===== config.mk =====
export PLATFORM = sky130hd
export DESIGN_NAME = updown_display_counter
export DESIGN_NICKNAME = d
export VERILOG_FILES = /design/src/rtl/display_pkg.sv /design/src/rtl/seg7_decoder.sv /design/src/rtl/updown_display_counter.sv
export SDC_FILE = /design/constraint.sdc
export NUM_CORES = 1
export LEC_CHECK = 0
export BUFFER_PORTS_ARGS = -buffer_cell sky130_fd_sc_hd__buf_2
export CAP_MARGIN = 20
export CORE_MARGIN = 3
export CORE_UTILIZATION = 55
export DETAILED_ROUTE_END_ITERATION = 8
export GPL_ROUTABILITY_DRIVEN = 0
export PLACE_DENSITY = 0.94
export SLEW_MARGIN = 20
export SYNTH_ARGS = -nofsm -noshare
export SYNTH_HDL_FRONTEND = slang
export SYNTH_SLANG_ARGS = --single-unit
export TNS_END_PERCENT = 50

===== constraint.sdc =====
create_clock -name clock -period 4.1 [get_ports clock]
set_input_delay 0.82 -clock clock [delete_from_list [all_inputs] [get_ports clock]]
set_output_delay 0.82 -clock clock [all_outputs]
set_load 0.03 [all_outputs]

===== src/rtl/display_pkg.sv =====
// ============================================================================
//  Module      : display_pkg
//  Description : Shared constants for the up/down display counter: digit
//                width, the blank pattern and the active-low 7-segment
//                glyphs for 0-F. Segment bit order is g..a, so bit 6 is g
//                and bit 0 is a.
//  Revision    : 1.0  initial release
// ============================================================================
`default_nettype none

package display_pkg;

    localparam int DIGIT_W = 4;

    localparam logic [6:0] SEG_BLANK = 7'b1111111;

    localparam logic [6:0] SEG_0 = 7'b1000000;
    localparam logic [6:0] SEG_1 = 7'b1111001;
    localparam logic [6:0] SEG_2 = 7'b0100100;
    localparam logic [6:0] SEG_3 = 7'b0110000;
    localparam logic [6:0] SEG_4 = 7'b0011001;
    localparam logic [6:0] SEG_5 = 7'b0010010;
    localparam logic [6:0] SEG_6 = 7'b0000010;
    localparam logic [6:0] SEG_7 = 7'b1111000;
    localparam logic [6:0] SEG_8 = 7'b0000000;
    localparam logic [6:0] SEG_9 = 7'b0010000;
    localparam logic [6:0] SEG_A = 7'b0001000;
    localparam logic [6:0] SEG_B = 7'b0000011;  // lower-case "b"
    localparam logic [6:0] SEG_C = 7'b1000110;
    localparam logic [6:0] SEG_D = 7'b0100001;  // lower-case "d"
    localparam logic [6:0] SEG_E = 7'b0000110;
    localparam logic [6:0] SEG_F = 7'b0001110;

endpackage

`default_nettype wire


===== src/rtl/seg7_decoder.sv =====
// ============================================================================
//  Module      : seg7_decoder
//  Description : Combinational hex digit to active-low 7-segment decode.
//  Ports       : value_i [3:0]  digit value 0-F
//                seg_o   [6:0]  active-low segments, order g..a
//  Revision    : 1.0  initial release
// ============================================================================
`default_nettype none

module seg7_decoder
    import display_pkg::*;
(
    input  logic [DIGIT_W-1:0] value_i,
    output logic [6:0]         seg_o
);

    always_comb begin
        seg_o = SEG_BLANK;
        case (value_i)
            4'h0: seg_o = SEG_0;
            4'h1: seg_o = SEG_1;
            4'h2: seg_o = SEG_2;
            4'h3: seg_o = SEG_3;
            4'h4: seg_o = SEG_4;
            4'h5: seg_o = SEG_5;
            4'h6: seg_o = SEG_6;
            4'h7: seg_o = SEG_7;
            4'h8: seg_o = SEG_8;
            4'h9: seg_o = SEG_9;
            4'hA: seg_o = SEG_A;
            4'hB: seg_o = SEG_B;
            4'hC: seg_o = SEG_C;
            4'hD: seg_o = SEG_D;
            4'hE: seg_o = SEG_E;
            4'hF: seg_o = SEG_F;
            default: seg_o = SEG_BLANK;
        endcase
    end

endmodule

`default_nettype wire


===== src/rtl/updown_display_counter.sv =====
// ============================================================================
//  Module      : updown_display_counter
//  Description : Multi-digit up/down counter with prescaler, hex or BCD radix,
//                synchronous clear/load, registered wrap pulse and per-digit
//                active-low 7-segment outputs.
//  Parameters  : DIGITS   number of 4-bit digits
//                BCD      0 = binary/hex wrap, 1 = each digit 0-9
//                TICK_DIV enabled cycles per count step (>= 1)
//  Ports       : clock, resetn (async, active-low), clear_n (sync, active-low),
//                enable, up, load, load_value, count, tc, hex
//  Macro       : LEADING_ZERO_BLANK_EN - blanks digits above the most
//                significant nonzero digit (digit 0 always lit).
//  Revision    : 1.0  initial release
// ============================================================================
`default_nettype none

module updown_display_counter
    import display_pkg::*;
#(
    parameter int DIGITS   = 4,
    parameter int BCD      = 0,
    parameter int TICK_DIV = 1
) (
    input  logic                        clock,
    input  logic                        resetn,
    input  logic                        clear_n,
    input  logic                        enable,
    input  logic                        up,
    input  logic                        load,
    input  logic [DIGIT_W*DIGITS-1:0]   load_value,
    output logic [DIGIT_W*DIGITS-1:0]   count,
    output logic                        tc,
    output logic [7*DIGITS-1:0]         hex
);

    localparam int W  = DIGIT_W * DIGITS;
    localparam int PW = (TICK_DIV > 1) ? $clog2(TICK_DIV) : 1;
    localparam logic [PW-1:0] PS_LAST = PW'(TICK_DIV - 1);

    logic [W-1:0]  count_q, count_d;
    logic [PW-1:0] ps_q, ps_d;
    logic          tc_q, tc_d;

    logic [W-1:0]  w_step_val;
    logic          w_step_wrap;
    logic [W-1:0]  w_load_sat;

    // In BCD mode a loaded digit above 9 saturates to 9 so the count never
    // leaves the decimal range.
    always_comb begin
        w_load_sat = load_value;
        if (BCD != 0) begin
            for (int i = 0; i < DIGITS; i++) begin
                if (load_value[DIGIT_W*i +: DIGIT_W] > 4'd9) begin
                    w_load_sat[DIGIT_W*i +: DIGIT_W] = 4'd9;
                end
            end
        end
    end

    if (BCD != 0) begin : g_bcd_step
        logic               w_carry;
        logic [DIGIT_W-1:0] w_dig;

        // Ripple carry/borrow from digit 0 upwards; a carry surviving past
        // the top digit is the wrap.
        always_comb begin
            w_step_val = count_q;
            w_carry    = 1'b1;
            w_dig      = '0;
            for (int i = 0; i < DIGITS; i++) begin
                w_dig = count_q[DIGIT_W*i +: DIGIT_W];
                if (w_carry) begin
                    if (up) begin
                        if (w_dig >= 4'd9) begin
                            w_step_val[DIGIT_W*i +: DIGIT_W] = 4'd0;
                        end else begin
                            w_step_val[DIGIT_W*i +: DIGIT_W] = w_dig + 4'd1;
                            w_carry = 1'b0;
                        end
                    end else begin
                        if (w_dig == 4'd0) begin
                            w_step_val[DIGIT_W*i +: DIGIT_W] = 4'd9;
                        end else begin
                            w_step_val[DIGIT_W*i +: DIGIT_W] = w_dig - 4'd1;
                            w_carry = 1'b0;
                        end
                    end
                end
            end
            w_step_wrap = w_carry;
        end
    end else begin : g_hex_step
        always_comb begin
            w_step_val  = up ? (count_q + W'(1)) : (count_q - W'(1));
            w_step_wrap = up ? (&count_q) : ~(|count_q);
        end
    end

    // Priority: clear > load > prescaled step. tc only follows a step.
    always_comb begin
        count_d = count_q;
        ps_d    = ps_q;
        tc_d    = 1'b0;
        if (!clear_n) begin
            count_d = '0;
            ps_d    = '0;
        end else if (load) begin
            count_d = w_load_sat;
            ps_d    = '0;
        end else if (enable) begin
            if (ps_q == PS_LAST) begin
                ps_d    = '0;
                count_d = w_step_val;
                tc_d    = w_step_wrap;
            end else begin
                ps_d = ps_q + PW'(1);
            end
        end
    end

    always_ff @(posedge clock or negedge resetn) begin
        if (!resetn) begin
            count_q <= '0;
            ps_q    <= '0;
            tc_q    <= 1'b0;
        end else begin
            count_q <= count_d;
            ps_q    <= ps_d;
            tc_q    <= tc_d;
        end
    end

    assign count = count_q;
    assign tc    = tc_q;

    for (genvar i = 0; i < DIGITS; i++) begin : g_digit
        logic [6:0] w_seg;
        logic       w_lit;

        seg7_decoder u_dec (
            .value_i (count_q[DIGIT_W*i +: DIGIT_W]),
            .seg_o   (w_seg)
        );

`ifdef LEADING_ZERO_BLANK_EN
        // A digit is lit if it or any more significant digit is nonzero.
        if (i == 0) begin : g_lsd
            assign w_lit = 1'b1;
        end else begin : g_upper
            assign w_lit = |count_q[W-1:DIGIT_W*i];
        end
`else
        assign w_lit = 1'b1;
`endif

        assign hex[7*i +: 7] = w_lit ? w_seg : SEG_BLANK;
    end

endmodule

`default_nettype wire


# Yosys cells after proc, flatten, opt, wreduce, memory -nomap -nowiden
# Memories as Yosys holds them, arrays and structs flattened.
# Index checks and enable logic that the tools add are counted.
# totals
reg_bits,18
mem_bits_ro,448
output_inout_bits,45
word_cells,30
n_memories,4
# memory_table
name,words,word_bits,read_ports,rd_clocked_by_memory_dff,write_ports,line_no,rtl
(name not given),16,7,1,0,0,seg7_decoder.sv:19,case (value_i)
(name not given),16,7,1,0,0,seg7_decoder.sv:19,
(name not given),16,7,1,0,0,seg7_decoder.sv:19,
(name not given),16,7,1,0,0,seg7_decoder.sv:19,
# classes
add_sub_neg,3
n_eq_ne,2
mux,14
n_bitwise,1
reduce_logical,3
# op_table
op,count
2-to-1 mux 16 bit,5
adder 16 x 1 -> 16 bit (second input constant),1
AND reduction 16 bit,1
OR reduction 16 bit,1
subtractor 16 x 1 -> 16 bit (second input constant),1
2-to-1 mux 1 bit,9
!= test 3 x 1 -> 1 bit (second input constant),1
!= test 3 bit (second input constant),1
AND reduction 2 bit,1
adder 1 bit (second input constant),1
inverter 1 bit,1

# Logic depth before layout (Yosys ltp)
# logic_depth
word_depth,7
mapped_depth,8

# Cells and area by module
# From an unflattened synthesis, not the netlist that was laid out.
# unflattened
hier_cells,341
area_unflattened_um2,2790.2
# by_module_without_submodules
module,instances,cells_each,area_each_um2,seq_area_each_um2
updown_display_counter,1,213,1689.1,425.4
seg7_decoder,4,32,275.3,0.0

# Least setup slack after synthesis
# OpenSTA, ideal clock, no wires.
# synth_path
kind,register to output
from,register count_q[3] (netlist: count[3])
to,output hex[0]
t_arrival_ns,1.933
path_slack_ns,1.347
path_stages_with_launch,5
cell_sequence,dfrtp_1 clkbuf_1 clkbuf_1 nor2_1 o31ai_1
# synth_via
elab_chain_len,1
# synth_rtl
item,line_no,rtl
from (decl),updown_display_counter.sv:40,"logic [W-1:0] count_q, count_d;"
from (signal assigned),updown_display_counter.sv:128,count_q <= count_d;
memory (16 x 7 bit),n/a,
to (decl),updown_display_counter.sv:33,output logic [7*DIGITS-1:0] hex
# No other way between the ends.

# Worst setup path after layout
# layout_path
from,register count_q[9] (netlist: count[9])
to,output hex[14]
# The elaborated chain is that of the path after synthesis.

==> metrics.txt <==
# TYPE chip_impl_metric gauge
chip_impl_metric{name="max-cap-violations",unit=""} 0
chip_impl_metric{name="worst-slew-pin-transition",unit="ps"} 600
chip_impl_metric{name="pwr-share-clk",unit="%"} 15.4
chip_impl_info{name="setup.worst_path.start_class",value="flip-flop"} 1
chip_impl_metric{name="num_vias",unit=""} 2653
chip_impl_metric{name="async_flop_share",unit="%"} 100
chip_impl_metric{name="final_max_slew_viol_count",unit=""} 0
chip_impl_metric{name="syn-instance-count",unit=""} 312
chip_impl_info{name="hold_path.class",value="in -> async"} 1
chip_impl_metric{name="power_switching_share",unit="%"} 50.4
chip_impl_metric{name="synth.cell_area",unit="sq um"} 2480
chip_impl_metric{name="drt-wirelength-per-cell",unit="um"} 16.9
chip_impl_metric{name="p_per_area",unit="nW/um^2"} 308
chip_impl_info{name="yosys-top-cells-count",value="a21oi_1 (37), ha_1 (34), nor2_1 (28), inv_1 (19), nand2_1 (18)"} 1
chip_impl_metric{name="layout-drive-gt1-share",unit="%"} 23.6
chip_impl_metric{name="fin_worst_skew",unit="ps"} 2.16
chip_impl_metric{name="htree_levels",unit=""} 1
chip_impl_metric{name="vdd_drop_max",unit="uV"} 191
chip_impl_metric{name="setup_ws_final",unit="ps"} 1290
chip_impl_metric{name="die_area",unit="sq um"} 5360
chip_impl_metric{name="power_frac_seq",unit="%"} 26.0
chip_impl_metric{name="synth-seq-cells",unit=""} 17
chip_impl_metric{name="hold_viol_final",unit=""} 0
chip_impl_metric{name="area.growth.synth_to_final",unit="%"} 15.6
chip_impl_metric{name="core",unit="sq um"} 4170
chip_impl_metric{name="grt_pass1_wl",unit="um"} 11500
chip_impl_metric{name="clockBufferDepth",unit=""} 2
chip_impl_metric{name="timing.final.setup_violations",unit=""} 0
chip_impl_metric{name="fmax",unit="MHz"} 356
chip_impl_metric{name="grt_max_degree",unit=""} 21
chip_impl_info{name="tritoncts",value="yes"} 1
chip_impl_metric{name="yosys_warnings",unit=""} 0
chip_impl_metric{name="grt_remaining_overflow",unit=""} 0
chip_impl_metric{name="drt-vias-per-instance",unit=""} 6.33
chip_impl_metric{name="p_comb_share",unit="%"} 58.5
chip_impl_metric{name="max-slew-margin-rel",unit="%"} 60.0
chip_impl_metric{name="finalSetupTns",unit="ps"} 0
chip_impl_metric{name="route.final.wire_length",unit="um"} 7100
chip_impl_info{name="root_buffer",value="clkbuf_8"} 1
chip_impl_metric{name="postSynthNetCount",unit=""} 369
chip_impl_metric{name="n_fill_cell",unit=""} 338
chip_impl_info{name="synth_largest_area_cell",value="dfrtp_1"} 1
chip_impl_info{name="postSynth.topFlopCell",value="dfrtp_1"} 1
chip_impl_metric{name="clock_sink_count",unit=""} 17
chip_impl_metric{name="synth_top_area_share",unit="%"} 17.1
chip_impl_metric{name="worstPathRequired",unit="ps"} 3280
chip_impl_info{name="netlist_top_cells_area",value="dfrtp_1 (17%), ha_1 (17%), a21oi_1 (7.5%)"} 1
chip_impl_metric{name="post_cts.repair.setup_buffers",unit=""} 0
chip_impl_metric{name="port_buffers",unit=""} 66
chip_impl_info{name="run_status",value="complete, no violations"} 1
chip_impl_metric{name="die_h",unit="um"} 73.2
chip_impl_metric{name="postRouteAntennaNets",unit=""} 0
chip_impl_metric{name="detail_route.iter0.violations",unit=""} 207
chip_impl_info{name="worstSetupPathType",value="reg -> out"} 1
chip_impl_info{name="critPathCaptureType",value="output pin"} 1
chip_impl_metric{name="p_switching",unit="W"} 0.000445
chip_impl_metric{name="clock_latency_on_the_worst_skew_pair",unit="ps"} 260
chip_impl_metric{name="cts_hold_buf",unit=""} 0
chip_impl_info{name="rsz0062_at_grt",value="false"} 1
chip_impl_metric{name="preCtsSetupSlack",unit="ps"} 1150
chip_impl_metric{name="global_route_usage_over_all_layers",unit="%"} 27.0
chip_impl_metric{name="die_w",unit="um"} 73.2
chip_impl_metric{name="count_of_nets_after_finishing",unit=""} 427
chip_impl_metric{name="cp.arrival",unit="ps"} 1990
chip_impl_metric{name="layout_worst_path_cycle_share",unit="%"} 68.5
chip_impl_metric{name="antennaDiodeCount",unit=""} 0
chip_impl_metric{name="firstDrtPassIters",unit=""} 4
chip_impl_metric{name="cts.repair.resized",unit=""} 0
chip_impl_info{name="post-synth-top-count-cell",value="a21oi_1"} 1
chip_impl_metric{name="number_of_antenna_violations_at_the_first_check_in_global_routing",unit=""} 0
chip_impl_metric{name="dp_hpwl",unit="um"} 5310
chip_impl_metric{name="avg_inst_size_synth",unit="sq um"} 7.96
chip_impl_metric{name="starting_density_of_the_core",unit="%"} 59.5
chip_impl_metric{name="netlist-cell-type-count",unit=""} 56
chip_impl_metric{name="ioPinCount",unit=""} 67
chip_impl_metric{name="ys_seq_area_share",unit="%"} 17.1
chip_impl_metric{name="synth_edf_count",unit=""} 0
chip_impl_metric{name="cellLeakagePower",unit="nW"} 1.42
chip_impl_metric{name="first_global_vias",unit=""} 2474
chip_impl_metric{name="intPower",unit="W"} 0.000439
chip_impl_metric{name="rows",unit=""} 23
chip_impl_metric{name="route.detailed.drc",unit=""} 0
chip_impl_metric{name="cts_made_buffers",unit=""} 3
chip_impl_metric{name="final_period_minus_worst_setup_slack",unit="ps"} 2810
chip_impl_metric{name="worstPathMaxFanout",unit=""} 7
chip_impl_metric{name="clock_pin_slew_on_the_worst_setup_and_hold_paths",unit="ps"} 80
==> critical path, stage by stage (launching register included) <==
cell,delay [ps]
dfrtp_1,490
inv_1,200
ha_1,260
nor2_1,70
or3b_1,360
o21ai_0,110
buf_2,250
==> through the flow <==
step           hold slack [ps]  instance area [sq um]  total power [W]  utilization (%)  instances
6_report                   475                   2870         0.000884             68.8        419
5_1_grt                    516                   2870         0.000932             68.8        419
4_1_cts                    486                   2870         0.000877             68.8        419
3_5_place_dp               719                   2820         0.000741             67.6        415
3_3_place_gp               720                   2820         0.000727             67.6        415
2_1_floorplan              524                   2480         0.000611                -        312
==> sequential cells by signal, indices dropped and copies added, names as in the netlist <==
| register | flops |
|---|---|
| tc | 1 |
| count | 16 |
==> final cells by class <==
class / instances / area (sq um) / share of cell area, %
inverters: 22 / 82.6 / 2.88
repair buffers: 66 / 330 / 11.5
multi-input cells: 260 / 1920 / 67.0
clock buffers: 3 / 41.3 / 1.44
clock inverters: 1 / 5.00 / 0.174
flip-flops and latches: 17 / 425 / 14.8
well taps: 50 / 62.6 / 2.18
==> cell families (layout without fill, tap and decap cells) <==
logic type               Yosys count  after routing  synth area share [%]
XOR/XNOR                          11             11                  3.88
flip-flops                        17             17                  17.1
AO/OA/AOI/OAI                    107            107                  28.7
adder cells (fa/ha/maj)           35             35                  17.9
AND/OR/NAND/NOR                   92             92                  18.9
buffers and inverters             35             92                  5.44
multiplexers                      15             15                  8.06
==> layout by cell type (no fill, tap or decap), types with 2 or more instances in the layout <==
cell type and n:
nand3_1 8, dfrtp_1 17, a21oi_1 37, nor2b_1 7
or3_1 3, o21a_1 3, xor2_1 3, o211ai_1 4
mux4_2 4, ha_1 34, nand4_1 3, clkbuf_8 3
nand2_1 18, o21ai_1 4, o22ai_1 7, and3_1 4
nor4_1 2, a32o_1 2, a21oi_2 2, o21ai_0 17
o31ai_1 3, xnor2_1 8, nor3_1 6, nand2b_1 5
nor2_1 28, clkinv_1 2, inv_1 19, a21o_1 7
buf_2 66, a211oi_2 3, a22o_1 5, mux2i_1 11
==> power by group through the flow <==
| stage | Combinational, W | Clock (W) | Sequential [W] |
|---|---|---|---|
| after floorplan | 0.000374 | 0 | 0.000237 |
| after detailed placement | 0.000508 | 0 | 0.000233 |
| after global placement | 0.000496 | 0 | 0.000231 |
| after global routing | 0.000559 | 0.000139 | 0.000235 |
| after CTS | 0.000513 | 0.000135 | 0.000229 |
| final | 0.000517 | 0.000136 | 0.000230 |
==> routing by layer <==
metal  vias up  routed length, um  global-route usage, %
met5         -                  0                      0
met4         0                142                   7.17
met3        17                627                   4.96
met2       129               3420                   46.5
met1      1245               2910                   34.5
li1       1262                  -                      -
==> final timing paths <==
path                                       from               endpoint  slack [ps]  cells past startpoint
min                                      resetn  count[10]$_DFFE_PN0P_         480                      1
max reg2reg                count[3]$_DFFE_PN0P_  count[15]$_DFFE_PN0P_        1710                      7
max in group asynchronous                resetn   count[0]$_DFFE_PN0P_        3330                      1
min in group clock         count[5]$_DFFE_PN0P_   count[5]$_DFFE_PN0P_         730                      2
min reg2reg                count[5]$_DFFE_PN0P_   count[5]$_DFFE_PN0P_         730                      2
max                        count[9]$_DFFE_PN0P_                hex[14]        1290                      6
No activity file was read; power rests on OpenSTA's default activity.
